<file path="src/rtl/xip_pkg.sv">
// Shared definitions for the XIP prefetch buffer: FSM states, AXI response codes, line index width.
// Latency: n/a (types and constant functions only).
// Backpressure: n/a.
package xip_pkg;

  typedef enum logic [1:0] {
    IDLE    = 2'd0,
    FILL_AR = 2'd1,
    FILL_R  = 2'd2,
    RESP    = 2'd3
  } xip_state_e;

  localparam logic [1:0] RESP_OKAY   = 2'b00;
  localparam logic [1:0] RESP_SLVERR = 2'b10;

  // Number of address bits needed to select a word within a line.
  function automatic int line_idx_w(input int words);
    int w;
    w = 0;
    for (int i = 0; i < 6; i++) begin
      if ((1 << i) < words) w = i + 1;
    end
    return w;
  endfunction

endpackage

</file>
<file path="src/rtl/xip_line_ram.sv">
// Line storage: WORDS x 32, one synchronous write port, one asynchronous read port.
// Latency: write lands on the clock edge, read is combinational.
// Backpressure: none, always accepts writes.
// Ports: clk, we/waddr/wdata (write), raddr/rdata (read).
module xip_line_ram #(
  parameter int WORDS = 4,
  parameter int AW    = 2
) (
  input  logic          clk,
  input  logic          we,
  input  logic [AW-1:0] waddr,
  input  logic [31:0]   wdata,
  input  logic [AW-1:0] raddr,
  output logic [31:0]   rdata
);

  logic [31:0] mem [WORDS];

  always_ff @(posedge clk) begin
    if (we) mem[waddr] <= wdata;
  end

  assign rdata = mem[raddr];

endmodule

</file>
<file path="src/rtl/xip_prefetch_buf.sv">
// Single-line read prefetch buffer between an AXI-Lite master and the xip_engine slave.
// Latency: hit returns data 1 cycle after AR; miss issues first downstream AR 1 cycle after AR, then fetches the whole line.
// Backpressure: one request at a time; s_arready only in IDLE, s_rvalid/s_rdata held until s_rready.
// Ports: clk, reset (async active-high), invalidate_i, s_ar*/s_r* upstream, m_ar*/m_r* downstream,
//        busy_o, and hit_cnt_o/miss_cnt_o when XIP_PF_STATS_EN is defined.
module xip_prefetch_buf
  import xip_pkg::*;
#(
  parameter int LINE_WORDS = 4
) (
  input  logic        clk,
  input  logic        reset,
  input  logic        invalidate_i,
  input  logic [31:0] s_araddr_i,
  input  logic        s_arvalid_i,
  output logic        s_arready_o,
  output logic [31:0] s_rdata_o,
  output logic [1:0]  s_rresp_o,
  output logic        s_rvalid_o,
  input  logic        s_rready_i,
  output logic [31:0] m_araddr_o,
  output logic        m_arvalid_o,
  input  logic        m_arready_i,
  input  logic [31:0] m_rdata_i,
  input  logic [1:0]  m_rresp_i,
  input  logic        m_rvalid_i,
  output logic        m_rready_o,
`ifdef XIP_PF_STATS_EN
  output logic [31:0] hit_cnt_o,
  output logic [31:0] miss_cnt_o,
`endif
  output logic        busy_o
);

  localparam int IDX_W = line_idx_w(LINE_WORDS);
  localparam int TAG_W = 30 - IDX_W;

  xip_state_e       state;
  logic [TAG_W-1:0] tag;
  logic             line_valid;
  logic             err;
  logic             inval_seen;  // invalidate seen while a fill was in flight
  logic [IDX_W-1:0] k;
  logic [IDX_W-1:0] k_inc;
  logic [IDX_W-1:0] sel;         // word index of the pending request

  logic [TAG_W-1:0] req_tag;
  logic [IDX_W-1:0] req_idx;
  logic             ar_hs;
  logic             lookup_hit;
  logic             err_next;
  logic             last_beat;
  logic [31:0]      ram_rdata;
  logic             unused_addr_lsb;

  assign req_tag    = s_araddr_i[31:2+IDX_W];
  assign req_idx    = s_araddr_i[2+IDX_W-1:2];
  assign ar_hs      = (state == IDLE) && s_arvalid_i;
  // An invalidate coinciding with the lookup forces a miss.
  assign lookup_hit = line_valid && (tag == req_tag) && !invalidate_i;
  assign err_next   = err | (|m_rresp_i);
  assign last_beat  = (k == IDX_W'(LINE_WORDS - 1));
  assign k_inc      = k + 1'b1;
  assign unused_addr_lsb = ^s_araddr_i[1:0];

  // Handshake signals are pure decodes of the state register.
  assign s_arready_o = (state == IDLE);
  assign s_rvalid_o  = (state == RESP);
  assign m_arvalid_o = (state == FILL_AR);
  assign m_rready_o  = (state == FILL_R);
  assign busy_o      = (state != IDLE);

  xip_line_ram #(
    .WORDS (LINE_WORDS),
    .AW    (IDX_W)
  ) u_ram (
    .clk   (clk),
    .we    ((state == FILL_R) && m_rvalid_i),
    .waddr (k),
    .wdata (m_rdata_i),
    .raddr (req_idx),
    .rdata (ram_rdata)
  );

  always_ff @(posedge clk or posedge reset) begin
    if (reset) begin
      state      <= IDLE;
      tag        <= '0;
      line_valid <= 1'b0;
      err        <= 1'b0;
      inval_seen <= 1'b0;
      k          <= '0;
      sel        <= '0;
      s_rdata_o  <= '0;
      s_rresp_o  <= RESP_OKAY;
      m_araddr_o <= '0;
    end else begin
      case (state)
        IDLE: begin
          if (invalidate_i) line_valid <= 1'b0;
          if (ar_hs) begin
            sel <= req_idx;
            if (lookup_hit) begin
              state     <= RESP;
              s_rdata_o <= ram_rdata;
              s_rresp_o <= RESP_OKAY;
            end else begin
              state      <= FILL_AR;
              line_valid <= 1'b0;
              tag        <= req_tag;
              k          <= '0;
              err        <= 1'b0;
              inval_seen <= 1'b0;
              m_araddr_o <= {req_tag, {IDX_W{1'b0}}, 2'b00};
            end
          end
        end
        FILL_AR: begin
          if (invalidate_i) inval_seen <= 1'b1;
          if (m_arready_i) state <= FILL_R;
        end
        FILL_R: begin
          if (invalidate_i) inval_seen <= 1'b1;
          if (m_rvalid_i) begin
            err <= err_next;
            // Capture the requested word as it streams past.
            if (k == sel) s_rdata_o <= m_rdata_i;
            if (last_beat) begin
              state      <= RESP;
              k          <= '0;
              line_valid <= !err_next && !inval_seen && !invalidate_i;
              s_rresp_o  <= err_next ? RESP_SLVERR : RESP_OKAY;
            end else begin
              state      <= FILL_AR;
              k          <= k_inc;
              m_araddr_o <= {tag, k_inc, 2'b00};
            end
          end
        end
        RESP: begin
          if (invalidate_i) line_valid <= 1'b0;
          if (s_rready_i) begin
            state <= IDLE;
            err   <= 1'b0;
          end
        end
        default: state <= IDLE;
      endcase
    end
  end

`ifdef XIP_PF_STATS_EN
  always_ff @(posedge clk or posedge reset) begin
    if (reset) begin
      hit_cnt_o  <= '0;
      miss_cnt_o <= '0;
    end else if (ar_hs) begin
      if (lookup_hit) begin
        if (hit_cnt_o != 32'hFFFF_FFFF) hit_cnt_o <= hit_cnt_o + 32'd1;
      end else begin
        if (miss_cnt_o != 32'hFFFF_FFFF) miss_cnt_o <= miss_cnt_o + 32'd1;
      end
    end
  end
`endif

endmodule

</file>
<file path="config.mk">
export PLATFORM = sky130hd
export DESIGN_NAME = xip_prefetch_buf
export DESIGN_NICKNAME = d
export VERILOG_FILES = /design/src/rtl/xip_pkg.sv /design/src/rtl/xip_line_ram.sv /design/src/rtl/xip_prefetch_buf.sv
export SDC_FILE = /design/constraint.sdc
export NUM_CORES = 1
export LEC_CHECK = 0
export ABC_AREA = 0
export BUFFER_PORTS_ARGS = -buffer_cell sky130_fd_sc_hd__clkbuf_2
export CORE_ASPECT_RATIO = 0.8
export CORE_MARGIN = 2
export CORE_UTILIZATION = 30
export DETAILED_ROUTE_END_ITERATION = 7
export PLACE_DENSITY_LB_ADDON = 0.15
export SYNTH_ARGS = -nofsm -noshare
export SYNTH_HDL_FRONTEND = slang
export SYNTH_SLANG_ARGS = --single-unit
</file>
<file path="constraint.sdc">
create_clock -name clk -period 3.5 [get_ports clk]
set_clock_uncertainty 0.2 [all_clocks]
set_input_delay 0.35 -clock clk [delete_from_list [all_inputs] [get_ports clk]]
set_output_delay 0.35 -clock clk [all_outputs]
set_load 0.05 [all_outputs]
</file>
==> run_results.csv <==
group,metric,value,unit
synthesis,synth_xor_area_share,2.66,%
synthesis,synth-simple-area-share,3.12,%
synthesis,synth_edf_count,128,
synthesis,ys.flop_type,"edfxtp_1",
synthesis,synth_common_cells,"edfxtp_1 (128), mux2_2 (123), dfrtp_1 (100)",
critical_path,cp_slowest_cell,"nor4_2",
grt,gr-total-overflow,0,
critical_path,worst-path-stages,9,
clock_tree,clockBufferDepth,3,
power,max-vdd-ir-drop,0.474,mV
timing,rsz0062_at_grt,"false",
synthesis,synth_top_family_by_area,"multiplexers",
critical_path,worstSetupEndpoint,"s_rdata_o[3]",
clock_tree,cts.clk_slew.worst_paths,0.06,ns
die,die_area,34400,µm²
critical_path,endpoint_kind,"register",
critical_path,reg2reg_from,"tag[13]",
synthesis,yosys.area.top_type,"edfxtp_1",
synthesis,async_flop_share,43.9,%
power,pwr_density_cell,900,nW/µm²
grt,grt_max_degree,101,
synthesis,synth_area,9870,µm²
critical_path,crit_arrival,3.42,ns
synthesis,yosys_warnings,0,
route,routedWlPerCell,18.8,µm
layout,fin_area,12600,µm²
synthesis,syn_area_per_cell,17.9,µm²
critical_path,setup.worst_path.start_class,"input port",
grt,grt_antenna_before_repair,2,
clock_tree,root_buffer,"clkbuf_16",
timing,clock.fmax,311,MHz
die,die_h,166,µm
synthesis,yosys.cell_count.top_type,"edfxtp_1",
route,vias_per_cell,4.62,
synthesis,netlist_instances,552,
min_path,hold_path_class,"in2reg",
place,port-buffer-count,138,
synthesis,synth.area.top_cells,"edfxtp_1 (39%), dfrtp_1 (25%), mux2_2 (14%)",
grt,grt_pass1_vias,6116,
critical_path,worstPathRequired,3.71,ns
place,routabilityCongestion,0.758,
clock_tree,cts.sinks,228,
die,initial_core_util,30.4,%
die,die_w,207,µm
die,io_pins,144,
timing,drv_slew,0,
critical_path,worstPathMaxFanout,23,
place,dp_slack,0.313,ns
timing,fin_setup_tns,0,ns
job,max-cap-violations,0,
place,dpl_cell_area,11100,µm²
critical_path,crit_chain,"dlygate4sd3_1, clkbuf_2, xor2_1, nor4_2, nand4_2, nor4_2, o21ai_4, buf_12, mux2_1",
layout,n_fill_cell,3068,
route,vias,5619,
clock_tree,cts_tree,"yes",
timing,period_share,91.8,%
synthesis,synthMuxAreaShare,25.5,%
route,postRouteAntennaNets,0,
synthesis,synth_compound_area_share,1.33,%
synthesis,synth_top_area_share,39.0,%
critical_path,crit_path_frequent_cell,"nor4_2",
critical_path,r2r_setup_slack,0.34,ns
layout,area_growth,27.8,%
critical_path,path_buf_inv,3,
timing,holdWs,0.0581,ns
synthesis,seq_area_frac_synth,64.3,%
critical_path,slowest_delay,0.57,ns
synthesis,synth_cell_type_count,45,
die,coreArea,32500,µm²
route,first_pass_iters,6,
critical_path,timing.rr.end,"s_rdata_o[3]",
grt,grt_usage,13.6,%
critical_path,crit_family,"simple AND/OR/NAND/NOR gates",
route,drt_iter0_markers,201,
place,dp_hpwl,14300,µm
clock_tree,numCtsBuffers,26,
timing,fin_ws,0.287,ns
layout,nets,849,
synthesis,synth_fa_ha_area_share,1.01,%
clock_tree,clk_latency,0.53,ns
synthesis,synth_seq_cells,228,
timing,relSlewSlack,26.5,%
clock_tree,postCtsSetupRepairBufs,0,
timing,hold_viol_final,0,
critical_path,critPathLaunch,"s_araddr_i[9]",
power,p_leak,0.00501,µW
die,rows,59,
clock_tree,htreeDepth,1,
timing,worstMarginPinSlew,1.10,ns
route,wirelength,22900,µm
critical_path,reg2reg_depth,7,
timing,fin_crit,3.21,ns
timing,finalSetupViolCount,0,
layout,layout-drive-gt1-share,48.7,%
critical_path,worst-setup-path-type,"in2reg",
status,run_status,"finished clean",
grt,grt_pass1_wl,36000,µm
route,drcViolationCount,0,
routing by layer:
metal | share of wire (%) | track usage [%]
met5 | 0.052 | 0
met4 | 2.5 | 3.64
met1 | 45 | 18.2
met2 | 49 | 22.5
met3 | 4.3 | 2.98
cell usage in the layout, fill, tap and decap left out, drive strengths merged, types with 3 or more instances in the layout:
master	instances
nand2	10
a21oi	3
nand2b	3
buf	13
ha	8
mux4	32
conb	3
edfxtp	128
dfrtp	100
clkinv	10
dlygate4sd3	62
o21ai	7
clkbuf	173
mux2	152
xnor2	5
bufinv	3
nor2	4
and3	5
nor4	12
xor2	25
inv	9
a211o	3
worst register-to-register path, delay by kind of cell (launching register included):
family / cells / cell delay [ns]
and+or+nand+nor: 3 / 1.45
DFF: 1 / 0.40
muxes: 1 / 0.33
buffers and inverters: 1 / 0.25
AOI/OAI and AO/OA: 1 / 0.23
xor gates and xnor gates: 1 / 0.17
power breakdown:
| part | total, µW | internal (µW) | switching (µW) |
|---|---|---|---|
| Combinational | 4630 | 1790 | 2840 |
| Clock | 2770 | 1700 | 1060 |
| Sequential | 3950 | 3540 | 407 |
| Total | 11300 | 7030 | 4310 |
through the flow:
step                      util (%)  total power [µW]  cells
final                         38.8             11300   1216
after global routing          38.8             11900   1216
after CTS                     38.8             11500   1215
after detailed placement      34.2              8640   1105
after global placement        34.2              8530   1105
after floorplan                  -              7520    554
worst min-delay path by stage:
stage,to,slack [ns],from,depth (start not counted)
after floorplan,u_ram.mem[0][0],0.25,m_rdata_i[0],0
after global placement,s_rdata_o[4],0.27,s_rdata_o[4],1
after detailed placement,s_rdata_o[4],0.28,s_rdata_o[4],1
after CTS,state[0],0.04,m_arready_i,4
after global routing,inval_seen,0.10,s_arvalid_i,4
final,state[0],0.06,m_arready_i,4
registers in the layout, indices dropped and copies added (netlist names):
register and count:
state 2, err 1, line_valid 1, m_araddr_o 30, sel 2, s_rdata_o 32, tag 28, s_rresp_o 1
u_ram.mem 128, inval_seen 1, k 2
repair_timing:
action                     4_1_cts  5_1_grt
gates resized for setup          0        0
hold endpoints to repair       265        0
hold buffers                    62        0
setup endpoints to repair        0        0
area by class of cell:
type | count | area, µm² | share of cell area (%)
flip-flops and latches | 228 | 6350 | 50.3
diodes | 1 | 2.50 | 0.0198
multi-input cells | 290 | 3350 | 26.6
clock buffers | 35 | 746 | 5.91
clock inverters | 13 | 135 | 1.07
well taps | 427 | 534 | 4.24
repair buffers | 213 | 1460 | 11.6
inverters | 9 | 36.3 | 0.288
cells by family after synthesis:
| logic type | after synthesis |
|---|---|
| XOR/XNOR | 30 |
| flip-flops | 228 |
| adder cells (fa/ha/maj) | 8 |
| buffers and inverters | 36 |
| AO/OA/AOI/OAI | 20 |
| AND/OR/NAND/NOR | 44 |
| multiplexers | 185 |
| other | 1 |
(Power assumes the default switching activity.)
